[src/rtl/ksa_multiword_seq.sv]
// Multi-cycle wide adder: one 4-bit Kogge-Stone slice per cycle, LSB slice first.
// Define KSA_SEQ_SUB_EN to add a 'sub' port that computes a - b instead of a + b + cin.
module ksa_multiword_seq #(
  parameter int NW = 4
) (
  input  logic            clk,
  input  logic            rst_n,
  input  logic            start,
  input  logic [4*NW-1:0] a,
  input  logic [4*NW-1:0] b,
  input  logic            cin,
`ifdef KSA_SEQ_SUB_EN
  input  logic            sub,
`endif
  output logic            busy,
  output logic            done,
  output logic [4*NW-1:0] sum,
  output logic            cout
);

  localparam int W  = 4 * NW;
  localparam int IW = $clog2(NW);
  localparam logic [IW-1:0] LAST_IDX = IW'(NW - 1);

  typedef enum logic {IDLE, RUN} state_t;

  state_t          state_q;
  logic [IW-1:0]   idx_q;
  logic            carry_q;
  logic [W-1:0]    a_q;
  logic [W-1:0]    b_q;
  logic [W-1:0]    shadow_q;
  logic [W-1:0]    sum_q;
  logic            cout_q;
  logic            busy_q;
  logic            done_q;
  logic [IW+1:0]   slice_lsb;
  logic [4:0]      slice_res;

  // 4-bit Kogge-Stone slice; returns {carry_out, sum[3:0]}.
  function automatic logic [4:0] ksa4(input logic [3:0] x, input logic [3:0] y,
                                      input logic ci);
    logic [3:0] g, p;
    logic       g0, g1_1, g1_2, g1_3, p1_2, p1_3;
    logic [4:1] c;
    g    = x & y;
    p    = x ^ y;
    g0   = g[0] | (p[0] & ci);
    g1_1 = g[1] | (p[1] & g0);
    g1_2 = g[2] | (p[2] & g[1]);
    g1_3 = g[3] | (p[3] & g[2]);
    p1_2 = p[2] & p[1];
    p1_3 = p[3] & p[2];
    c[1] = g0;
    c[2] = g1_1;
    c[3] = g1_2 | (p1_2 & g0);
    c[4] = g1_3 | (p1_3 & g1_1);
    return {c[4], p ^ {c[3:1], ci}};
  endfunction

  // NOTE: combinational logic gets every output assigned up front so no latch can be inferred.
  always_comb begin
    slice_lsb = {idx_q, 2'b00};
    slice_res = ksa4(a_q[slice_lsb +: 4], b_q[slice_lsb +: 4], carry_q);
  end

  // NOTE: state uses non-blocking assignments so every register samples pre-edge values.
  always_ff @(posedge clk or negedge rst_n) begin
    if (!rst_n) begin
      // NOTE: the operand and shadow registers are reset too, so an aborted run leaves no stale data.
      state_q  <= IDLE;
      idx_q    <= '0;
      carry_q  <= 1'b0;
      a_q      <= '0;
      b_q      <= '0;
      shadow_q <= '0;
      sum_q    <= '0;
      cout_q   <= 1'b0;
      busy_q   <= 1'b0;
      done_q   <= 1'b0;
    end else begin
      case (state_q)
        IDLE: begin
          done_q <= 1'b0;
          if (start) begin
            a_q     <= a;
            idx_q   <= '0;
            busy_q  <= 1'b1;
            state_q <= RUN;
`ifdef KSA_SEQ_SUB_EN
            // Subtract as a + ~b + 1; cin is ignored in that mode.
            b_q     <= sub ? ~b : b;
            carry_q <= sub ? 1'b1 : cin;
`else
            b_q     <= b;
            carry_q <= cin;
`endif
          end
        end
        RUN: begin
          shadow_q[slice_lsb +: 4] <= slice_res[3:0];
          carry_q                  <= slice_res[4];
          if (idx_q == LAST_IDX) begin
            // Publish the whole result at once; sum never shows a partial value.
            sum_q   <= {slice_res[3:0], shadow_q[W-5:0]};
            cout_q  <= slice_res[4];
            done_q  <= 1'b1;
            busy_q  <= 1'b0;
            state_q <= IDLE;
          end else begin
            idx_q <= idx_q + IW'(1);
          end
        end
        default: state_q <= IDLE;
      endcase
    end
  end

  assign busy = busy_q;
  assign done = done_q;
  assign sum  = sum_q;
  assign cout = cout_q;

endmodule

[config.mk]
export PLATFORM = sky130hd
export DESIGN_NAME = ksa_multiword_seq
export DESIGN_NICKNAME = d
export VERILOG_FILES = /design/src/rtl/ksa_multiword_seq.sv
export SDC_FILE = /design/constraint.sdc
export NUM_CORES = 1
export LEC_CHECK = 0
export ABC_AREA = 1
export CORE_ASPECT_RATIO = 1.75
export CORE_MARGIN = 2
export CORE_UTILIZATION = 41
export CTS_CLUSTER_DIAMETER = 200
export DETAILED_ROUTE_END_ITERATION = 8
export PLACE_DENSITY = 0.66
export SKIP_CTS_REPAIR_TIMING = 1
export SLEW_MARGIN = 5
export SYNTH_ARGS = -nofsm -noshare
export SYNTH_HDL_FRONTEND = slang
export SYNTH_SLANG_ARGS = --single-unit
[constraint.sdc]
create_clock -name clk -period 2.8 [get_ports clk]
set_input_delay 0.56 -clock clk [delete_from_list [all_inputs] [get_ports clk]]
set_output_delay 0.56 -clock clk [all_outputs]
set_load 0.005 [all_outputs]
After elaboration in Yosys (flattened, before gate mapping)
Cells that the tools add are included.

operators by class
  add/subtract/negate cells = 2
  equal/unequal tests = 4
  shift-type cells = 4
  mux-type cells = 14
  bitwise gates (word level) = 18
  reductions and logical operators = 4

operator list
  kind                                                                      count
  16-bit by 5-bit variable part select with 4-bit output                    2
  16-bit bitwise mux                                                        1
  4-bit by 6-bit variable shift with 16-bit output (first input constant)   1
  4-bit by 6-bit variable part select with 16-bit output                    1
  1-bit bitwise AND                                                         8
  1-bit one-hot mux with 2 select lines                                     4
  2-bit AND reduction                                                       4
  4-bit bitwise XOR                                                         2
  1-bit two-way mux                                                         6
  4-bit negation with 6-bit output                                          1
  1-bit OR                                                                  6
  4-bit bitwise AND                                                         1
  2-bit two-way mux                                                         2
  2-bit inequality test (second input constant)                             2
  2-bit one-hot mux with 2 select lines                                     1
  2-bit by 1-bit adder with 2-bit output (second input constant)            1
  2-bit equality test (second input constant)                               1
  2-bit by 1-bit inequality test with 1-bit output (second input constant)  1
  1-bit NOT                                                                 1

storage, ports and cells
  register bits = 71
  input bits = 36
  output and inout bits = 19
  logic and storage cells = 56

Logic depth before layout (Yosys ltp)
  depth after elaboration = 9
  depth in mapped cells = 12
  gate-level depth less buffers = 10

Worst setup path before layout
No wires, ideal clock.

  path kind = reg-to-reg
  from = register idx_q[0]
  to = register shadow_q[5]
  setup time = 0.082 ns
  data arrival time = 2.249 ns
  data required time = 2.718 ns
  slack = 0.468 ns
  stages on the path, launching flop included = 11
  path buffers = 2
  period minus slack after synthesis = 2.332 ns
  cells stage by stage = dfrtp_1 buf_2 inv_2 buf_4 o21ai_0 o22ai_1 fa_1 inv_1 fa_1 or2_2 o22ai_1

between the ends
  word-level cells in the longest chain between the ends = 9
  elaborated cells between the ends (all ways) = 18
  those cells by class = 1 x add/sub; 4 x shift; 1 x mux; 12 x bitwise

ends and longest elaborated chain
  what                                                    RTL line  source
  start, declared                                         28        logic [IW-1:0] idx_q;
  start signal, assigned                                  111       idx_q <= idx_q + IW'(1);
  16-bit by 5-bit variable part select with 4-bit output  64        slice_res = ksa4(a_q[slice_lsb +: 4], b_q[slice_lsb +: 4], carry_q);
  4-bit bitwise XOR                                       47        p = x ^ y;
  1-bit bitwise AND                                       48        g0 = g[0] | (p[0] & ci);
  1-bit OR                                                48
  1-bit bitwise AND (on tied branches)                    49, 56
  1-bit OR (on tied branches)                             49, 56
  4-bit bitwise XOR                                       58        return {c[4], p ^ {c[3:1], ci}};
  4-bit by 6-bit variable part select with 16-bit output  101       shadow_q[slice_lsb +: 4] <= slice_res[3:0];
  16-bit bitwise mux (*)                                  101
  end signal, assigned by index                           101
  end, declared                                           32        logic [W-1:0] shadow_q;

Every way passes the cells marked *; elsewhere a longest branch is shown, timed or not.
A chain may end at the register's enable or synchronous reset.

Final worst setup path
Ends and elaborated chain as after synthesis.

==> results.sh <==
export IMPL_grt_overflow=0
export IMPL_startpoint_type="flop"
export IMPL_wl_met2_mm=3.32
export IMPL_hpwl_mm=4.71
export IMPL_fmax_ghz=0.401
export IMPL_maxCapViolCount=0
export IMPL_drtPass1Iterations=4
export IMPL_fin_skew_ns=0.00373
export IMPL_outcome="completed"
export IMPL_synth_area_um2=3140
export IMPL_yosys_warnings=0
export IMPL_synth_top_area_cell="dfrtp_1"
export IMPL_grt_pass1_vias=2192
export IMPL_finalSetupTns_ns=0
export IMPL_yosysSeqAreaShare=0.533
export IMPL_drt_iter0_drc=94
export IMPL_wl_met3_um=188
export IMPL_synthCells=279
export IMPL_core_rowCount=42
export IMPL_cts_tree="built"
export IMPL_reg2reg_setup_slack_ns=0.30
export IMPL_grt_max_degree=41
export IMPL_synth_commonest_cells="67 x dfrtp_1, 52 x nand2_1, 28 x mux2_4, 26 x inv_1, 25 x o21ai_0"
export IMPL_cp_required_ns=3.05
export IMPL_finish_utilization=0.531
export IMPL_synthAdderAreaFrac=0.0446
export IMPL_grt_usage=0.165
export IMPL_worstHoldPathType="in -> async"
export IMPL_drive_above_1_share=0.165
export IMPL_die_area_um2=8410
export IMPL_clkLatencyLatePin_ns=0.33
export IMPL_worst_pin_slew_ns=0.663
export IMPL_muxShareOfSynthArea=0.148
export IMPL_nNetsFinal=382
export IMPL_drt_met1_wl_mm=2.48
export IMPL_path_clk_slew_ns=0.05
export IMPL_critPathArrivalTime_ns=2.74
export IMPL_initial_core_util=0.418
export IMPL_relSlewSlack=0.558
export IMPL_antenna_found_initial=0
export IMPL_drt_vias_per_instance=4.95
export IMPL_avgSynthCellArea_um2=11.3
export IMPL_r2r_cells=9
export IMPL_synth_most_common_cell="dfrtp_1"
export IMPL_io_pins=55
export IMPL_power_leakage_nw=1.91
export IMPL_synth_top_family_by_area="multiplexers"
export IMPL_ir_drop_mv=0.540
export IMPL_ys_flop_type="dfrtp_1"
export IMPL_antenna_left=0
export IMPL_register_area_um2=1680
export IMPL_num_vias=2119
export IMPL_finalCritPeriodShare=0.892
export IMPL_ys_ff_latch=67
export IMPL_clock_tree_buffer_depth=2
export IMPL_die_h_um=120
export IMPL_path_buf_inv=3
export IMPL_synthDistinctLibCells=29
export IMPL_cp_top_family="adder cells"
export IMPL_cpMaxStageDelayCell="fa_1"
export IMPL_area_growth_syn_to_layout_pct=27.0
export IMPL_gp_congestion=0.868
export IMPL_fin_crit_ns=2.50
export IMPL_die_w_um=70.2
export IMPL_numPortBuffers=54
export IMPL_crit_type="reg -> reg"
export IMPL_end_kind="flop"
export IMPL_drt_wl_total_mm=6.25
export IMPL_slew_violations=0
export IMPL_grt_pass1_wl_mm=10.4
export IMPL_synth_top_area_frac=0.533
export IMPL_rsz0062_at_grt="no"
export IMPL_root_buffer="clkbuf_16"
export IMPL_synth_compound_area_frac=0.0924
export IMPL_dr_max_layer_used="met4"
export IMPL_antenna_cells=0
export IMPL_slowest_delay_ns=0.48
export IMPL_crit_chain="buf_4, inv_2, o21ai_0, o22ai_1, fa_1, inv_1, fa_1, or2_2, o22ai_1"
export IMPL_cts_num_sinks=67
export IMPL_p_per_area_nw_per_um2=1260
export IMPL_avgRoutedWirePerCell_um=14.6
export IMPL_synthArstFlopShare=1.00
export IMPL_core_um2=7510
export IMPL_crit_fanout=24
export IMPL_multi_input_area_um2=1240
export IMPL_hold_viol_final=0
export IMPL_yosys_top_cells_area="dfrtp_1 53%, mux2_4 13%, nand2_1 6.2%"
export IMPL_cts_htree_levels=3
export IMPL_route_detailed_drc=0
export IMPL_synth_xor_xnor_area_share=0.00279
export IMPL_setup_viol=0
export IMPL_worst_path_stages=9
export IMPL_synth_edf_count=0
export IMPL_syn_nets=325
export IMPL_synthSimpleGateAreaFrac=0.106
export IMPL_fillers=691
export IMPL_numCtsBuffers=9
[cell families after synthesis]
family | count (synthesis)
AO/OA/AOI/OAI | 51
XOR/XNOR | 1
adder cells (fa/ha/maj) | 10
buffers and inverters | 40
flip-flops | 67
multiplexers | 32
AND/OR/NAND/NOR | 78
[registers in the layout, indices dropped and copies added (netlist names)]
name and flops:
busy 1, cout 1, idx_q 2, a_q 16, sum 16, b_q 16
shadow_q 12, carry_q 1, state_q 1, done 1
[report_power, final]
group | total [mW] | switching (mW) | internal (mW)
Clock | 1.03 | 0.373 | 0.662
Sequential | 1.70 | 0.288 | 1.41
Combinational | 2.31 | 1.17 | 1.14
[path summary, 6_finish.rpt]
kind | endpoint | start
min in group clk | sum[11] | sum[11]
max in group asynchronous | a_q[1] | rst_n
min reg2reg | sum[11] | sum[11]
min | a_q[12] | rst_n
max reg2reg | shadow_q[5] | idx_q[0]
max | shadow_q[5] | idx_q[0]
[per-layer routing]
metal,track usage,vias to the layer above
li1,-,1055
met2,0.286,52
met4,0.113,0
met5,0,-
met1,0.183,995
met3,0.0269,17
[stage by stage]
step | worst slack [ns] | cells | hold slack, ns | power, mW | area (um2)
finish | 0.303 | 428 | 0.261 | 5.04 | 3990
global route | 0.0392 | 428 | 0.330 | 5.48 | 3990
CTS | 0.303 | 428 | 0.279 | 5.09 | 3990
detailed placement | 0.342 | 413 | 0.467 | 4.03 | 3710
global placement | 0.436 | 413 | 0.462 | 3.98 | 3710
floorplan | 0.468 | 279 | 0.264 | 3.36 | 3140
[placed cells by master, fill, tap and decap left out, types with 6 or more instances in the layout]
cell / netlist / final
dfrtp_1: 67 / 67
clkdlybuf4s50_1: 0 / 53
nand2_1: 52 / 52
mux2_4: 28 / 28
inv_1: 26 / 26
o21ai_0: 25 / 25
o22ai_1: 15 / 15
nor2_1: 13 / 13
clkbuf_16: 0 / 9
ha_1: 8 / 8
a21oi_1: 6 / 6
[layout make-up]
cell class / instances / share of cell area
Clock buffer: 13 / 0.0677
Clock inverter: 2 / 0.00251
Inverter: 28 / 0.0270
Multi-Input combinational cell: 172 / 0.310
Sequential cell: 67 / 0.420
Tap cell: 88 / 0.0276
Timing Repair Buffer: 58 / 0.145
No activity file was read; power rests on OpenSTA's default activity.
